## config.mk

```make
export PLATFORM = sky130hd
export DESIGN_NAME = result_tx_formatter_flat
export DESIGN_NICKNAME = d
export VERILOG_FILES = /design/src/rtl/result_tx_if.sv /design/src/rtl/result_tx_formatter.sv /design/src/flat_wrapper.sv
export SDC_FILE = /design/constraint.sdc
export NUM_CORES = 1
export LEC_CHECK = 0
export ABC_AREA = 1
export ABC_CLOCK_PERIOD_IN_PS = 13500
export CAP_MARGIN = 10
export CORE_ASPECT_RATIO = 1.1
export CORE_UTILIZATION = 45
export DETAILED_ROUTE_END_ITERATION = 7
export GPL_TIMING_DRIVEN = 0
export PLACE_DENSITY = 0.64
export SLEW_MARGIN = 10
export SYNTH_ARGS = -nofsm -noshare
export SYNTH_HDL_FRONTEND = slang
export SYNTH_SLANG_ARGS = --single-unit
```

## constraint.sdc

```tcl
create_clock -name clk -period 13.5 [get_ports clk]
set_input_delay 3.375 -clock clk [delete_from_list [all_inputs] [get_ports clk]]
set_output_delay 3.375 -clock clk [all_outputs]
set_load 0.01 [all_outputs]
```

## src/rtl/result_tx_if.sv

```systemverilog
// result_tx_if: value-in and byte-out handshake bundle for result_tx_formatter.
//
// Handshake semantics, for both channels (val_* and tx_*):
//   A transfer happens on a rising clk edge where valid && ready are both high.
//   A source that raises valid keeps it high, with its payload held stable,
//   until that transfer happens. A sink may raise or lower ready at any time.
//   Reset is the only thing that can withdraw a pending valid.
interface result_tx_if #(
  parameter int VAL_W = 32
);
  logic [VAL_W-1:0] val_in;
  logic             val_last;
  logic             val_valid;
  logic             val_ready;
  logic [7:0]       tx_data;
  logic             tx_valid;
  logic             tx_ready;
  logic             line_done;

  // Environment side: value producer plus the UART TX byte sink.
  modport master (
    output val_in, val_last, val_valid, tx_ready,
    input  val_ready, tx_data, tx_valid, line_done
  );

  // Formatter side.
  modport slave (
    input  val_in, val_last, val_valid, tx_ready,
    output val_ready, tx_data, tx_valid, line_done
  );
endinterface

```

## src/rtl/result_tx_formatter.sv

```systemverilog
// result_tx_formatter: turns unsigned result values into ASCII decimal text
// and streams it byte by byte to the UART TX. Values on one line are
// separated by ',' and the line ends with LF after the value flagged last.
// Optional feature: define CRLF_EN to end lines with CR LF instead of LF.
module result_tx_formatter #(
  parameter int VAL_W      = 32,
  parameter int MAX_DIGITS = 10
) (
  input  logic            clk,
  input  logic            reset,
  result_tx_if.slave      bus,
  output logic [2:0]      state_dbg
);

  localparam int CNT_W = $clog2(MAX_DIGITS + 1);

  typedef enum logic [2:0] {
    S_IDLE = 3'd0,
    S_CONV = 3'd1,
    S_EMIT = 3'd2,
    S_SEP  = 3'd3,
    S_EOL  = 3'd4
  } state_t;

  state_t           state;
  logic [VAL_W-1:0] q_r;
  logic [CNT_W-1:0] cnt_r;
  logic             last_r;
  logic             tx_valid_r;
  logic [7:0]       tx_data_r;
  logic [3:0]       digit_buf [MAX_DIGITS];
`ifdef CRLF_EN
  logic             eol_lf_r;   // 0: CR is on the wire, 1: LF is on the wire
`endif

  logic [VAL_W-1:0] q_div;
  logic [3:0]       q_mod;
  logic [CNT_W-1:0] cnt_m2;

  // Divide-by-ten step of the conversion, and the index of the digit that
  // follows the one currently on the wire.
  always_comb begin
    q_div  = q_r / VAL_W'(10);
    q_mod  = 4'(q_r % VAL_W'(10));
    cnt_m2 = cnt_r - CNT_W'(2);
  end

  // Main FSM. Digits are stored least significant first and emitted from the
  // top of the buffer down, so leading zeros never exist. tx_data/tx_valid
  // are loaded one step ahead so they come straight from flops.
  always_ff @(posedge clk) begin
    if (!reset) begin
      state      <= S_IDLE;
      q_r        <= '0;
      cnt_r      <= '0;
      last_r     <= 1'b0;
      tx_valid_r <= 1'b0;
      tx_data_r  <= 8'h00;
`ifdef CRLF_EN
      eol_lf_r   <= 1'b0;
`endif
    end else begin
      case (state)
        S_IDLE: begin
          if (bus.val_valid) begin
            q_r    <= bus.val_in;
            last_r <= bus.val_last;
            cnt_r  <= '0;
            state  <= S_CONV;
          end
        end

        S_CONV: begin
          digit_buf[cnt_r] <= q_mod;
          q_r              <= q_div;
          cnt_r            <= cnt_r + CNT_W'(1);
          if (q_div == '0) begin
            // The digit produced this cycle is the most significant one.
            state      <= S_EMIT;
            tx_valid_r <= 1'b1;
            tx_data_r  <= {4'h3, q_mod};
          end
        end

        S_EMIT: begin
          if (bus.tx_ready) begin
            cnt_r <= cnt_r - CNT_W'(1);
            if (cnt_r == CNT_W'(1)) begin
              if (last_r) begin
                state <= S_EOL;
`ifdef CRLF_EN
                tx_data_r <= 8'h0D;
                eol_lf_r  <= 1'b0;
`else
                tx_data_r <= 8'h0A;
`endif
              end else begin
                state     <= S_SEP;
                tx_data_r <= 8'h2C;
              end
            end else begin
              tx_data_r <= {4'h3, digit_buf[cnt_m2]};
            end
          end
        end

        S_SEP: begin
          if (bus.tx_ready) begin
            state      <= S_IDLE;
            tx_valid_r <= 1'b0;
            tx_data_r  <= 8'h00;
          end
        end

        S_EOL: begin
          if (bus.tx_ready) begin
`ifdef CRLF_EN
            if (!eol_lf_r) begin
              eol_lf_r  <= 1'b1;
              tx_data_r <= 8'h0A;
            end else begin
              eol_lf_r   <= 1'b0;
              state      <= S_IDLE;
              tx_valid_r <= 1'b0;
              tx_data_r  <= 8'h00;
            end
`else
            state      <= S_IDLE;
            tx_valid_r <= 1'b0;
            tx_data_r  <= 8'h00;
`endif
          end
        end

        default: begin
          state      <= S_IDLE;
          tx_valid_r <= 1'b0;
          tx_data_r  <= 8'h00;
        end
      endcase
    end
  end

  // Output decode: everything is forced quiet while reset is held low; no
  // path from tx_ready reaches tx_valid or tx_data.
  always_comb begin
    bus.val_ready = reset && (state == S_IDLE);
    bus.tx_valid  = reset && tx_valid_r;
    bus.tx_data   = reset ? tx_data_r : 8'h00;
`ifdef CRLF_EN
    bus.line_done = reset && (state == S_EOL) && eol_lf_r && bus.tx_ready;
`else
    bus.line_done = reset && (state == S_EOL) && bus.tx_ready;
`endif
    state_dbg     = state;
  end

endmodule

```

## src/flat_wrapper.sv

```systemverilog
// flat-port wrapper written by rule: the top's interface ports become plain ports
module result_tx_formatter_flat 
#(
  parameter int VAL_W      = 32,
  parameter int MAX_DIGITS = 10
)
  (clk, reset, state_dbg, bus_val_in, bus_val_last, bus_val_valid, bus_tx_ready, bus_val_ready, bus_tx_data, bus_tx_valid, bus_line_done);
  result_tx_if #(.VAL_W(VAL_W)) bus_i ();
  input  logic clk;
  input  logic reset;
  output logic [2:0] state_dbg;
  input wire logic [$bits(bus_i.val_in)-1:0] bus_val_in;
  input wire logic [$bits(bus_i.val_last)-1:0] bus_val_last;
  input wire logic [$bits(bus_i.val_valid)-1:0] bus_val_valid;
  input wire logic [$bits(bus_i.tx_ready)-1:0] bus_tx_ready;
  output wire logic [$bits(bus_i.val_ready)-1:0] bus_val_ready;
  output wire logic [$bits(bus_i.tx_data)-1:0] bus_tx_data;
  output wire logic [$bits(bus_i.tx_valid)-1:0] bus_tx_valid;
  output wire logic [$bits(bus_i.line_done)-1:0] bus_line_done;
  assign bus_i.val_in = bus_val_in;
  assign bus_i.val_last = bus_val_last;
  assign bus_i.val_valid = bus_val_valid;
  assign bus_i.tx_ready = bus_tx_ready;
  assign bus_val_ready = bus_i.val_ready;
  assign bus_tx_data = bus_i.tx_data;
  assign bus_tx_valid = bus_i.tx_valid;
  assign bus_line_done = bus_i.line_done;
  result_tx_formatter #(.VAL_W(VAL_W), .MAX_DIGITS(MAX_DIGITS)) u_core (.clk(clk), .reset(reset), .bus(bus_i), .state_dbg(state_dbg));
endmodule
```

Word-level counts from Yosys, hierarchy flattened
Memory sizes are Yosys's and may differ from the RTL's. Cells that the tools add are included.

Register bits: 49. Bits in latches: 0. Bits in writable memories: 40. Memory bits (read-only): 0. Bits of input ports: 37. Memories kept: 1.

Memories: u_core.digit_buf (depth 10, width 4, read ports 1, clocked after memory_dff 0, write ports 1, line result_tx_formatter.sv:31) `logic [3:0] digit_buf [MAX_DIGITS];`.

Add/subtract/negate cells: 3. $mul: 0. Div/mod/pow operators: 2. Magnitude comparators: 0. Equality and inequality tests: 10. Shift operators: 0. Muxes and demuxes: 25. Bitwise gates (word level): 2. Reductions and logical operators: 16.

Operators with widths (number): one-hot mux 32 bit (2 select lines) (1); divider 32 x 4 -> 32 bit, second input constant (1); zero test 32 bit (1); remainder unit 32 x 4 -> 32 bit, second input constant (1); 2-to-1 mux 32 bit (1); 2-to-1 mux 8 bit (4); one-hot mux 8 bit (4 select lines) (1); 2-to-1 mux 3 bit (6); 2-to-1 mux 6 bit (2); one-hot mux 3 bit (4 select lines) (1); one-hot mux 4 bit (3 select lines) (1); 2-to-1 mux 4 bit (2); equality test 3 x 2 -> 1 bit, second input constant (2); inequality test 2 x 1 -> 1 bit, second input constant (3); AND reduction 3 bit (2); 2-to-1 mux 1 bit (5); AND reduction 5 bit (1); adder 4 x 1 -> 4 bit, second input constant (1); equality test 4 x 1 -> 1 bit, second input constant (1); logical AND 1 bit (4); inequality test 2 bit, second input constant (2); AND reduction 2 bit (2); AND reduction 4 bit (1); OR reduction 2 bit (2); other kinds (9) (10).

Logic depth before layout (Yosys ltp)
An unclocked memory read counts as a cell.

Word-level depth: 5. Gate-level depth with buffers: 140. Gate-level depth less buffers: 140.

Worst setup path before layout
No wires, ideal clock.

Kind: register to register. Start: register u_core.q_r[31]. End: register u_core.tx_data_r[2]. Data arrival time: 9.537 ns. Required time: 13.388 ns. Slack: 3.851 ns. Cell stages (with the launch flop): 129. Buffers on the path: 0. Cells stage by stage: dfxtp_1 a21oi_1 o21bai_1 nand2_2 nand3_1 nand3_1 nand2_1 nand2_1 nand2_1 nand2_1 inv_1 nand3_1 nand2_1 nand3_2 nand3_2 nand2_1 nand3_2 nand2_4 [... 93 more ...] nand2_2 nand3_1 nand2_2 nand2_4 nand2_2 nand3_2 nand3_2 nand2_1 nand2_1 clkinv_1 nand2_4 nand2_1 nand2_1 nand2_1 nand2_1 nand2_1 nand2_1 nand2_1.

RTL lines: start: declaration (line result_tx_formatter.sv:26) `logic [VAL_W-1:0] q_r;`; start signal: assignment (line result_tx_formatter.sv:66) `q_r <= bus.val_in;`; start signal: assignment (line result_tx_formatter.sv:75) `q_r <= q_div;`; remainder unit 32 x 4 -> 32 bit (line result_tx_formatter.sv:44) `q_mod = 4'(q_r % VAL_W'(10));`; net u_core.q_mod[2] (line result_tx_formatter.sv:37) `logic [3:0] q_mod;`; 2-to-1 mux 8 bit (line result_tx_formatter.sv:77) `if (q_div == '0) begin`; one-hot mux 8 bit (4 select lines) (line result_tx_formatter.sv:63) `case (state)`; end signal: assignment (line result_tx_formatter.sv:81) `tx_data_r <= {4'h3, q_mod};`; end signal: assignment (line result_tx_formatter.sv:102) `tx_data_r <= {4'h3, digit_buf[cnt_m2]};`; end: declaration (line result_tx_formatter.sv:30) `logic [7:0] tx_data_r;`.

The timed path passes the listed nets, and every way through them passes these cells. The select of a mux whose other input is x is not followed. A chain may end at the register's enable or synchronous reset.

Worst setup path after layout
Same ends and word-level chain as after synthesis.

==> metrics.txt <==
Buf/Inv on CP 11; routed vias 6639; Synth Instances 1026; R2R cell count 124; largest area contributor in the netlist edfxtp_1; RSZ-0062 raised after global routing false; cts hold-fix bufs 0; Largest stage delay, worst path 0.36 ns; worst min-delay path class reg -> reg; Seq. cell area 2142 um^2; CTS buffer count 9; Setup WS pre-CTS 2.347 ns; Yosys reg bits 87; crit-path leading delay family simple AND/OR/NAND/NOR gates; top-area cell type share of the netlist area 0.1745; run status completed; clock transition at the registers of the reported paths roughly 0.07 ns; Critical Path RT 13.75 ns; First DRT Iteration DRCs 389; Mapped Area a little under 7000 um^2; die area 15800 um^2; Netlist cell types 44; Final ANT Viol Nets 0; f_max 88.97 MHz; post-CTS resize count 0; Crit Path Max Fanout 11; maxcap violations 0; Avg Vias per Cell around 5.2; Yosys warnings 0; CP max-delay cell dfxtp_1; CTS tree done; initial antenna violation count 0; element type at the critical path end flop; Final WS setup ~2.3 ns; Multi-input gate area 4019 um^2; dpl hpwl 13470 um; number of global-route vias before repair 6205; CP Class reg -> reg; Area Growth Syn to Fin 14.65%; drt pass-1 iters 7; Hold Vio Cnt, Final 0; Worst-Margin Slew 0.7644 ns; post-synthesis sequential area ratio 0.3112; slew margin rel. 0.4857; Setup crit start kind flop; Final Slew Violations 0; # IOs 51; cell with the most instances after synthesis nand2_1; initial core utilization 0.4591; largest net degree at the start of global routing 16; Util after Layout 0.5263; first-pass GRT wire length 29280 um; cell row count between 40 and 50; share of layout cells above drive strength 1 0.1855; EDFF count, synth 40; post-layout net count 1128; Final Setup Violations 0; worst hold path depth 2; setup TNS 0 ns; minimum clock period after layout 11.24 ns; Layout fillers about 1500; routability cong. 0.8487; most frequent CP cell nand2_2; H-Tree Depth 3; total global-route track usage 0.2299; total global routing overflow 0; final clock skew approximately 0.01 ns; post-route DRC violation count 0; Root Driver clkbuf_16; top post-synthesis cells by count 221 x nand2_1, 145 x nand3_1, 105 x inv_1; Inserted Diodes 0; CTS Sinks 87; asr flop ratio synth 0; chip width ~120 um; Area contributors post-synth edfxtp_1 17%, dfxtp_1 14%, nand2_1 12%, nand3_1 11%, nand2_2 7.5%; Total Wirelength 17720 um; Post-CTS Setup Bufs 0; Bufs on Longest Clock Path 2; CP arrival roughly 11 ns; Syn Area/Cell 6.710 um^2; placeable core region about 15000 um^2; Synth Flop Type dfxtp_1; Avg WL per Cell 13.79 um; total stage count of the critical path approximately 120; Die Y-Extent about 130 um; I/O Buffers 46; Final period util 0.8325; clk_lat worst skew 0.35 ns
[sequential cells by signal, indices dropped and copies added (netlist names)]
name / count
u_core.tx_data_r: 6
u_core.last_r: 1
u_core.digit_buf: 40
u_core.q_r: 32
u_core.tx_valid_r: 1
u_core.state_dbg: 3
u_core.cnt_r: 4
[worst reg2reg max path: cells and delay by family, from the launching register on]
family                 cells  cell delay [ns]
AO/OA/AOI/OAI              2             0.35
AND/OR/NAND/NOR          111             9.80
buffers and inverters     11             0.62
flip-flops                 1             0.36
[metrics by stage]
stage	instance area (um^2)	hold WS, ns	std cells
2_1_floorplan	6888	0.4257	1027
3_3_place_gp	7594	0.4402	1269
3_5_place_dp	7594	0.4438	1269
4_1_cts	7893	0.4539	1285
5_1_grt	7893	0.4721	1285
6_report	7893	0.4512	1285
[cells by family (layout without fill, tap and decap cells)]
| family | count (synthesis) | after routing | share of synthesized area |
|---|---|---|---|
| XOR/XNOR | 3 | 3 | 0.003817 |
| flip-flops | 87 | 87 | 0.3112 |
| adder cells (fa/ha/maj) | 7 | 7 | 0.01272 |
| AND/OR/NAND/NOR | 601 | 601 | 0.4428 |
| AO/OA/AOI/OAI | 150 | 150 | 0.1234 |
| buffers and inverters | 177 | 239 | 0.1056 |
| other | 1 | 2 | 0.0005447 |
[per-layer routing]
layer  track usage  share of wire
met3       0.04036          0.029
met2        0.4010           0.49
met4       0.07292          0.024
met1        0.2847           0.46
met5             0              0
[path summary, 6_finish.rpt]
kind	start	endpoint	slack (ns)
setup / recovery	u_core.q_r[31]	u_core.tx_data_r[2]	2.26
hold / removal	u_core.tx_data_r[4]	u_core.tx_data_r[4]	0.45
setup reg to reg	u_core.q_r[31]	u_core.tx_data_r[2]	2.26
hold reg to reg	u_core.tx_data_r[4]	u_core.tx_data_r[4]	0.45
[layout make-up]
class,count,area share
Clock buffer,11,0.02949
Clock inverter,5,0.008402
Tap cell,196,0.03107
Timing Repair Buffer,46,0.05834
Inverter,150,0.07213
Sequential cell,87,0.2714
Multi-Input combinational cell,763,0.5092
Buffer,27,0.01997
[layout by cell type, fill, tap and decap left out, types with 7 or more instances in the layout]
master	n
clkbuf_1	19
dfxtp_1	47
nand2_4	23
ha_1	7
clkdlybuf4s50_1	46
inv_1	105
edfxtp_1	40
o21ai_1	10
nor2_1	77
nand2_2	82
nand4_1	12
o21ai_0	77
nor3_1	8
nand3_2	25
nand3_1	145
clkbuf_16	9
nand2_1	221
a21oi_1	29
inv_2	37
Power is not shown: default switching activity piles up to over one toggle a cycle in this logic, so the estimate is an artifact.
